## config.mk

```make
export PLATFORM = sky130hd
export DESIGN_NAME = mem_arbiter
export DESIGN_NICKNAME = d
export VERILOG_FILES = /design/src/rtl/mem_arb_pkg.sv /design/src/rtl/mem_arbiter.sv
export SDC_FILE = /design/constraint.sdc
export NUM_CORES = 1
export LEC_CHECK = 0
export ABC_AREA = 1
export CORE_ASPECT_RATIO = 0.7
export CORE_MARGIN = 4
export CORE_UTILIZATION = 44
export CTS_BUF_LIST = sky130_fd_sc_hd__clkbuf_8
export CTS_CLUSTER_DIAMETER = 100
export CTS_CLUSTER_SIZE = 28
export DETAILED_ROUTE_END_ITERATION = 7
export GPL_TIMING_DRIVEN = 0
export PLACE_DENSITY = 0.92
export SLEW_MARGIN = 20
export SYNTH_ARGS = -nofsm -noshare
export SYNTH_HDL_FRONTEND = slang
export SYNTH_SLANG_ARGS = --single-unit
```

## constraint.sdc

```tcl
create_clock -name clk -period 2.4 [get_ports clk]
set_input_delay 0.48 -clock clk [delete_from_list [all_inputs] [get_ports clk]]
set_output_delay 0.48 -clock clk [all_outputs]
set_load 0.05 [all_outputs]
```

## src/rtl/mem_arb_pkg.sv

```systemverilog
`default_nettype none
// ============================================================================
// Module  : mem_arb_pkg
// Purpose : Shared types for the instruction/data memory arbiter: FSM state
//           encoding, grant identifier and counter sizing helper.
// Ports   : none (package)
// Revision: 1.0 - initial release
// ============================================================================
package mem_arb_pkg;

   typedef enum logic [1:0] {
      IDLE  = 2'd0,
      IBUSY = 2'd1,
      DBUSY = 2'd2,
      RESP  = 2'd3
   } state_t;

   typedef enum logic {
      GRANT_I = 1'b0,
      GRANT_D = 1'b1
   } grant_t;

   // Width needed to hold values 0..timeout; at least one bit so a disabled
   // timeout (0) still yields a legal vector.
   function automatic int cnt_width(input int timeout);
      return (timeout < 2) ? 1 : $clog2(timeout + 1);
   endfunction

endpackage
`default_nettype wire

```

## src/rtl/mem_arbiter.sv

```systemverilog
`default_nettype none
// ============================================================================
// Module  : mem_arbiter
// Purpose : Arbitrates an instruction-fetch port and a data load/store port
//           onto one shared memory port. Alternating priority on conflicts,
//           registered memory strobes, optional busy timeout with err pulse.
// Ports   : clk, rst_n           - clock, async active-low reset
//           i_req/i_addr         - fetch request (held until i_ready)
//           i_rdata/i_ready      - fetch data and completion pulse
//           d_read/d_write/d_addr/d_wdata - data request (held until d_ready)
//           d_rdata/d_ready      - load data and completion pulse
//           mem_read/mem_write/mem_addr/mem_wdata - shared port request
//           mem_rdata/mem_ready  - shared port response
//           err                  - timeout abort flag, coincident with ready
//           stall_if/stall_mem   - pipeline stall requests
// Revision: 1.0 - initial release
// ============================================================================
module mem_arbiter
   import mem_arb_pkg::*;
#(
   parameter int ADDR_W  = 30,
   parameter int DATA_W  = 32,
   parameter int TIMEOUT = 255
) (
   input  logic              clk,
   input  logic              rst_n,
   input  logic              i_req,
   input  logic [ADDR_W-1:0] i_addr,
   output logic [DATA_W-1:0] i_rdata,
   output logic              i_ready,
   input  logic              d_read,
   input  logic              d_write,
   input  logic [ADDR_W-1:0] d_addr,
   input  logic [DATA_W-1:0] d_wdata,
   output logic [DATA_W-1:0] d_rdata,
   output logic              d_ready,
   output logic              mem_read,
   output logic              mem_write,
   output logic [ADDR_W-1:0] mem_addr,
   output logic [DATA_W-1:0] mem_wdata,
   input  logic [DATA_W-1:0] mem_rdata,
   input  logic              mem_ready,
   output logic              err,
   output logic              stall_if,
   output logic              stall_mem
);

   localparam int              CNT_W     = cnt_width(TIMEOUT);
   localparam logic [CNT_W-1:0] CNT_LIMIT = CNT_W'(TIMEOUT);

   state_t              state_q,      state_d;
   grant_t              last_grant_q, last_grant_d;
   logic [CNT_W-1:0]    cnt_q,        cnt_d;
   logic                mem_read_q,   mem_read_d;
   logic                mem_write_q,  mem_write_d;
   logic [ADDR_W-1:0]   mem_addr_q,   mem_addr_d;
   logic [DATA_W-1:0]   mem_wdata_q,  mem_wdata_d;
   logic                i_ready_q,    i_ready_d;
   logic                d_ready_q,    d_ready_d;
   logic                err_q,        err_d;
   logic [DATA_W-1:0]   i_rdata_q,    i_rdata_d;
   logic [DATA_W-1:0]   d_rdata_q,    d_rdata_d;

   logic                d_pend;
   logic                grant_d_w;
   logic                grant_i_w;
   logic [CNT_W-1:0]    cnt_inc;
   logic                timeout_hit;

   // Data wins when fetch is idle or fetch was served last; otherwise fetch.
   assign d_pend      = d_read | d_write;
   assign grant_d_w   = d_pend & (~i_req | (last_grant_q == GRANT_I));
   assign grant_i_w   = ~grant_d_w & i_req;
   // cnt_inc is the number of busy cycles including the current one.
   assign cnt_inc     = cnt_q + 1'b1;
   assign timeout_hit = (TIMEOUT != 0) && (cnt_inc == CNT_LIMIT);

   // ---------------------------------------------------------------- state reg
   always_ff @(posedge clk or negedge rst_n) begin
      if (!rst_n) begin
         state_q      <= IDLE;
         last_grant_q <= GRANT_I;
         cnt_q        <= '0;
         mem_read_q   <= 1'b0;
         mem_write_q  <= 1'b0;
         mem_addr_q   <= '0;
         mem_wdata_q  <= '0;
         i_ready_q    <= 1'b0;
         d_ready_q    <= 1'b0;
         err_q        <= 1'b0;
         i_rdata_q    <= '0;
         d_rdata_q    <= '0;
      end else begin
         state_q      <= state_d;
         last_grant_q <= last_grant_d;
         cnt_q        <= cnt_d;
         mem_read_q   <= mem_read_d;
         mem_write_q  <= mem_write_d;
         mem_addr_q   <= mem_addr_d;
         mem_wdata_q  <= mem_wdata_d;
         i_ready_q    <= i_ready_d;
         d_ready_q    <= d_ready_d;
         err_q        <= err_d;
         i_rdata_q    <= i_rdata_d;
         d_rdata_q    <= d_rdata_d;
      end
   end

   // --------------------------------------------------------------- next state
   always_comb begin
      state_d      = state_q;
      last_grant_d = last_grant_q;
      case (state_q)
         IDLE: begin
            if (grant_d_w) begin
               state_d      = DBUSY;
               last_grant_d = GRANT_D;
            end else if (grant_i_w) begin
               state_d      = IBUSY;
               last_grant_d = GRANT_I;
            end
         end
         IBUSY, DBUSY: begin
            if (mem_ready || timeout_hit) begin
               state_d = RESP;
            end
         end
         default: state_d = IDLE;
      endcase
   end

   // ------------------------------------------------------------- output logic
   always_comb begin
      cnt_d       = cnt_q;
      mem_read_d  = mem_read_q;
      mem_write_d = mem_write_q;
      mem_addr_d  = mem_addr_q;
      mem_wdata_d = mem_wdata_q;
      i_rdata_d   = i_rdata_q;
      d_rdata_d   = d_rdata_q;
      i_ready_d   = 1'b0;
      d_ready_d   = 1'b0;
      err_d       = 1'b0;
      case (state_q)
         IDLE: begin
            cnt_d = '0;
            // Latch the winning request; the port holds it for the whole
            // busy phase. Read+write together is treated as a store.
            if (grant_d_w) begin
               mem_addr_d  = d_addr;
               mem_wdata_d = d_wdata;
               mem_write_d = d_write;
               mem_read_d  = ~d_write;
            end else if (grant_i_w) begin
               mem_addr_d  = i_addr;
               mem_wdata_d = '0;
               mem_write_d = 1'b0;
               mem_read_d  = 1'b1;
            end
         end
         IBUSY, DBUSY: begin
            cnt_d = cnt_inc;
            if (mem_ready || timeout_hit) begin
               mem_read_d  = 1'b0;
               mem_write_d = 1'b0;
               err_d       = ~mem_ready;
               if (state_q == IBUSY) begin
                  i_ready_d = 1'b1;
                  if (mem_ready) i_rdata_d = mem_rdata;
               end else begin
                  d_ready_d = 1'b1;
                  // Stores and aborted loads leave d_rdata untouched.
                  if (mem_ready && !mem_write_q) d_rdata_d = mem_rdata;
               end
            end
         end
         default: ;
      endcase
   end

   assign mem_read  = mem_read_q;
   assign mem_write = mem_write_q;
   assign mem_addr  = mem_addr_q;
   assign mem_wdata = mem_wdata_q;
   assign i_ready   = i_ready_q;
   assign d_ready   = d_ready_q;
   assign err       = err_q;
   assign i_rdata   = i_rdata_q;
   assign d_rdata   = d_rdata_q;
   assign stall_if  = i_req & ~i_ready_q;
   assign stall_mem = d_pend & ~d_ready_q;

endmodule
`default_nettype wire

```

After elaboration in Yosys (flattened, before gate mapping)
Cells that the tools add are included.
{"block": "totals", "latchBits": 0, "regBits": 142, "output_inout_bits": 133, "ram_bits": 0, "rom_bits": 0, "mem_count": 0}
{"block": "op_classes", "n_div": 0, "mul": 0, "bitwise": 14, "n_eq_ne": 5, "addsub": 1, "reduce_logical": 12, "shifts": 0, "mux": 25, "n_lt_le_gt_ge": 0}
{"cell": "32-bit two-way mux", "n": 2}
{"cell": "30-bit two-way mux", "n": 2}
{"cell": "8-bit one-hot mux with 2 select lines", "n": 1}
{"cell": "1-bit two-way mux", "n": 14}
{"cell": "8-bit by 1-bit adder with 8-bit output (second input constant)", "n": 1}
{"cell": "8-bit == test (second input constant)", "n": 1}
{"cell": "1-bit inverter", "n": 8}
{"cell": "4-bit AND reduction", "n": 2}
{"cell": "2-bit two-way mux", "n": 3}
{"cell": "1-bit bitwise AND", "n": 4}
{"cell": "1-bit one-hot mux with 2 select lines", "n": 2}
{"cell": "2-bit one-hot mux with 2 select lines", "n": 1}
{"cell": "2-bit AND reduction", "n": 2}
{"cell": "2-bit nonzero test", "n": 2}
{"cell": "3-bit != test (second input constant)", "n": 1}
{"cell": "3-bit AND reduction", "n": 1}
{"cell": "2-bit by 1-bit == test with 1-bit output (second input constant)", "n": 1}
{"cell": "2-bit == test (second input constant)", "n": 1}
{"cell": "2-bit zero test", "n": 1}
{"cell": "2-bit != test (second input constant)", "n": 1}
{"cell": "1-bit OR", "n": 2}
{"cell": "2-bit OR reduction", "n": 1}
{"cell": "1-bit logical AND", "n": 1}
{"cell": "1-bit zero test", "n": 1}
{"cell": "1-bit logical OR", "n": 1}

Longest topological paths before layout
{"block": "depth", "ltp_word": 8, "ltp_mapped": 13, "ltp_nobuf": 12}

Worst setup path after synthesis
OpenSTA, ideal clock, no wires.
{"block": "synth_timing", "kind": "register to output", "startpoint": "register i_ready_q, in the netlist i_ready", "endpoint": "output stall_if", "required_time_ns": 1.920, "arrival_ns": 1.280, "path_stages_with_launch": 2, "slack_ns": 0.640, "cell_sequence": "dfrtp_1 -> nor2_1"}
{"block": "synth_via", "elab_chain_cells": 2}
{"item": "start, declared", "line": "mem_arbiter.sv:58", "source": "logic i_ready_q, i_ready_d;"}
{"item": "start signal, assigned", "line": "mem_arbiter.sv:101", "source": "i_ready_q <= i_ready_d;"}
{"item": "1-bit inverter", "line": "mem_arbiter.sv:190", "source": "assign stall_if = i_req & ~i_ready_q;"}
{"item": "1-bit bitwise AND", "line": "mem_arbiter.sv:190"}
{"item": "end, declared", "line": "mem_arbiter.sv:44", "source": "output logic stall_if,"}
No other way between the ends.

Final worst setup path
{"block": "layout_timing", "startpoint": "input d_write", "endpoint": "output stall_mem"}
{"block": "layout_via", "elab_chain_cells": 2}
{"item": "start, declared", "line": "mem_arbiter.sv:32", "source": "input logic d_write,"}
{"item": "1-bit OR", "line": "mem_arbiter.sv:71", "source": "assign d_pend = d_read | d_write;"}
{"item": "1-bit bitwise AND", "line": "mem_arbiter.sv:191", "source": "assign stall_mem = d_pend & ~d_ready_q;"}
{"item": "end, declared", "line": "mem_arbiter.sv:45", "source": "output logic stall_mem"}
No other way between the ends.

==> flow_metrics.env <==
export IMPL_syn_instance_count=659
export IMPL_yosysWarnings=0
export IMPL_grt_use_total=0.242
export IMPL_synth_distinct_cells=25
export IMPL_insertion_delay_ns=0.43
export IMPL_cpPeakStageDelay_ns=0.53
export IMPL_crit_required_ns=1.92
export IMPL_cap_violations=0
export IMPL_synth_seq_cells=142
export IMPL_hold_path_class="register to register"
export IMPL_syn_nets=794
export IMPL_grt_pass1_wl_um=30100
export IMPL_rows=35
export IMPL_fp_coreArea_um2=13400
export IMPL_placed_area_um2=9000
export IMPL_tns_ns=0
export IMPL_htree_levels=4
export IMPL_crit_start="d_write"
export IMPL_syn_avg_cell_area_um2=9.28
export IMPL_wire_per_inst_um=16.9
export IMPL_portBuffers=262
export IMPL_syn_to_final_growth_pct=54.0
export IMPL_io_pins=263
export IMPL_rsz0062_at_grt="no"
export IMPL_ctsLongestPathBuffers=2
export IMPL_initial_core_util=0.458
export IMPL_die_y_um=107
export IMPL_period_minus_slack_ns=2.22
export IMPL_grt_max_degree=77
export IMPL_clkTransAtPathRegs_ns=0.08
export IMPL_power_density_nw_per_um2=1560
export IMPL_p_leak_uw=0.00419
export IMPL_relSlewSlack=0.534
export IMPL_yosys_area_top_type="dfrtp_1"
export IMPL_hp_start="d_rdata[0]"
export IMPL_status="finished clean"
export IMPL_ir_drop_uv=893
export IMPL_synth_edf_count=0
export IMPL_ant_nets=0
export IMPL_vias=5704
export IMPL_grt_pass1_vias=5887
export IMPL_hold_violations=0
export IMPL_fmax_mhz=451
export IMPL_fin_total_pwr_uw=14700
export IMPL_synth_area_um2=6110
export IMPL_r2r_start="state_q[0]"
export IMPL_die_x_um=149
export IMPL_slowest_stage="dlygate4sd2_1"
export IMPL_worstSetupPathType="input pin to output pin"
export IMPL_synth_flop_cell="dfrtp_1"
export IMPL_wl_um=19300
export IMPL_grt_overflow=0
export IMPL_worstPathArrival_ns=1.74
export IMPL_drive_gt1_frac=0.121
export IMPL_yosysSeqAreaShare=0.581
export IMPL_worst_slew_pin_slew_ns=0.699
export IMPL_cts_root_buf="clkbuf_8"
export IMPL_synth_common_cells="dfrtp_1, nand2_1, inv_1"
export IMPL_antenna_cells=0
export IMPL_cts_made_buffers=17
export IMPL_netlist_top_cells_area="dfrtp_1, nand2_1, o21ai_0"
export IMPL_nFillCells=983
export IMPL_fin_nets=1077
export IMPL_place_detailed_hpwl_um=14800
export IMPL_start_kind="input pin"
export IMPL_regArea_um2=3550
export IMPL_drc=0
export IMPL_finalMaxSlewViolations=0
export IMPL_finish_instance_area_um2=9420
export IMPL_firstDrtPassIters=4
export IMPL_skew_ns=0.0140
export IMPL_gp_congestion=0.836
export IMPL_worstSetupEndpointType="output pin"
export IMPL_via_per_inst=5.00
export IMPL_final_period_utilization=0.924
export IMPL_first_iter_violations=308
export IMPL_async_reset_ff_frac=1.00
export IMPL_synth_top_area_share=0.581
export IMPL_postCtsSetupBuffers=0
export IMPL_antenna_found_initial=0
export IMPL_finalWorstSetupSlack_ns=0.183
export IMPL_clock_sinks=142
export IMPL_worstPathMaxFanout=4
export IMPL_die_area_um2=15900
export IMPL_crit_top_cell="nor2_1"
export IMPL_tritoncts="yes"
export IMPL_multi_input_area_um2=2060
export IMPL_post_place_ws_ns=-0.156
export IMPL_crit_chain="clkdlybuf4s50_1 > nor2_1 > nor2_1 > dlygate4sd2_1"
export IMPL_setup_violations=0
export IMPL_synth_most_common_cell="dfrtp_1"
[power breakdown]
| part | leakage, uW | internal, uW | switching, uW |
|---|---|---|---|
| clock network | 0.000196 | 971 | 979 |
| logic | 0.00223 | 2760 | 5930 |
| registers | 0.00176 | 3450 | 625 |
| total | 0.00419 | 7180 | 7540 |
[what timing repair did]
action	in CTS	in global routing
pin swaps	0	0
cloned	0	0
hold endpoints to repair	1	0
gates resized for setup	2	2
hold buffers	1	0
setup endpoints to repair	2	13
[through the flow]
stage | util | instances | hold slack (ns)
after floorplan | - | 659 | 0.184
after global placement | 0.671 | 1106 | 0.459
after detailed placement | 0.674 | 1107 | 0.467
after CTS | 0.705 | 1140 | 0.486
after global routing | 0.705 | 1140 | 0.514
final | 0.705 | 1140 | 0.484
[flip-flops by register name (all words and copies together) (netlist names), 2 cells and up]
| name | flops |
|---|---|
| mem_addr | 30 |
| i_rdata | 32 |
| state_q | 2 |
| d_rdata | 32 |
| cnt_q | 8 |
| mem_wdata | 32 |
[routing by layer]
layer / vias up / track usage / wire, um
li1: 2688 / - / -
met1: 2757 / 0.297 / 7710
met2: 227 / 0.403 / 9440
met3: 32 / 0.0794 / 1640
met4: 0 / 0.0836 / 486
met5: - / 0 / 0
[final cells by class]
cell class | count | share of cell area
plain buffers | 36 | 0.0199
clock buffers | 18 | 0.0263
clock inverters | 14 | 0.0167
inverters | 83 | 0.0331
multi-input cells | 398 | 0.219
flip-flops and latches | 142 | 0.377
well taps | 185 | 0.0246
repair buffers | 264 | 0.283
[cells in the final DEF, fill, tap and decap left out, drive strengths merged, types with 2 or more instances in the layout]
cell type	count
a21oi	4
a31oi	31
buf	20
bufinv	2
clkbuf	36
clkdlybuf4s50	259
clkinv	2
clkinvlp	4
dfrtp	142
dlygate4sd2	2
ha	5
inv	89
nand2	159
nand3	42
nand4	2
nor2	44
nor3	2
o21ai	104
o22ai	4
[critical path: cells and delay by family]
| family | cells | cell delay [ns] |
|---|---|---|
| AND/OR/NAND/NOR | 2 | 0.21 |
| buffers and inverters | 2 | 1.05 |
[cell families (layout without fill, tap and decap cells)]
| family | Yosys count | count (layout) | share of synthesized area |
|---|---|---|---|
| simple gates | 249 | 249 | 0.182 |
| compound gates | 143 | 143 | 0.144 |
| flops | 142 | 142 | 0.581 |
| buf+inv | 119 | 415 | 0.0813 |
| fa+ha+maj | 5 | 5 | 0.0102 |
| xor+xnor | 1 | 1 | 0.00143 |
[worst paths after layout]
| kind | depth (start not counted) | end | slack [ns] |
|---|---|---|---|
| worst min register to register | 2 | d_rdata[0] | 0.48 |
| worst min-delay path | 2 | d_rdata[0] | 0.48 |
| max in group asynchronous | 3 | d_rdata[25] | 1.06 |
| worst max register to register | 8 | mem_addr[29] | 0.20 |
| worst max-delay path | 4 | stall_mem | 0.18 |
| min in group asynchronous | 2 | mem_addr[9] | 0.60 |
(Power assumes the default switching activity.)
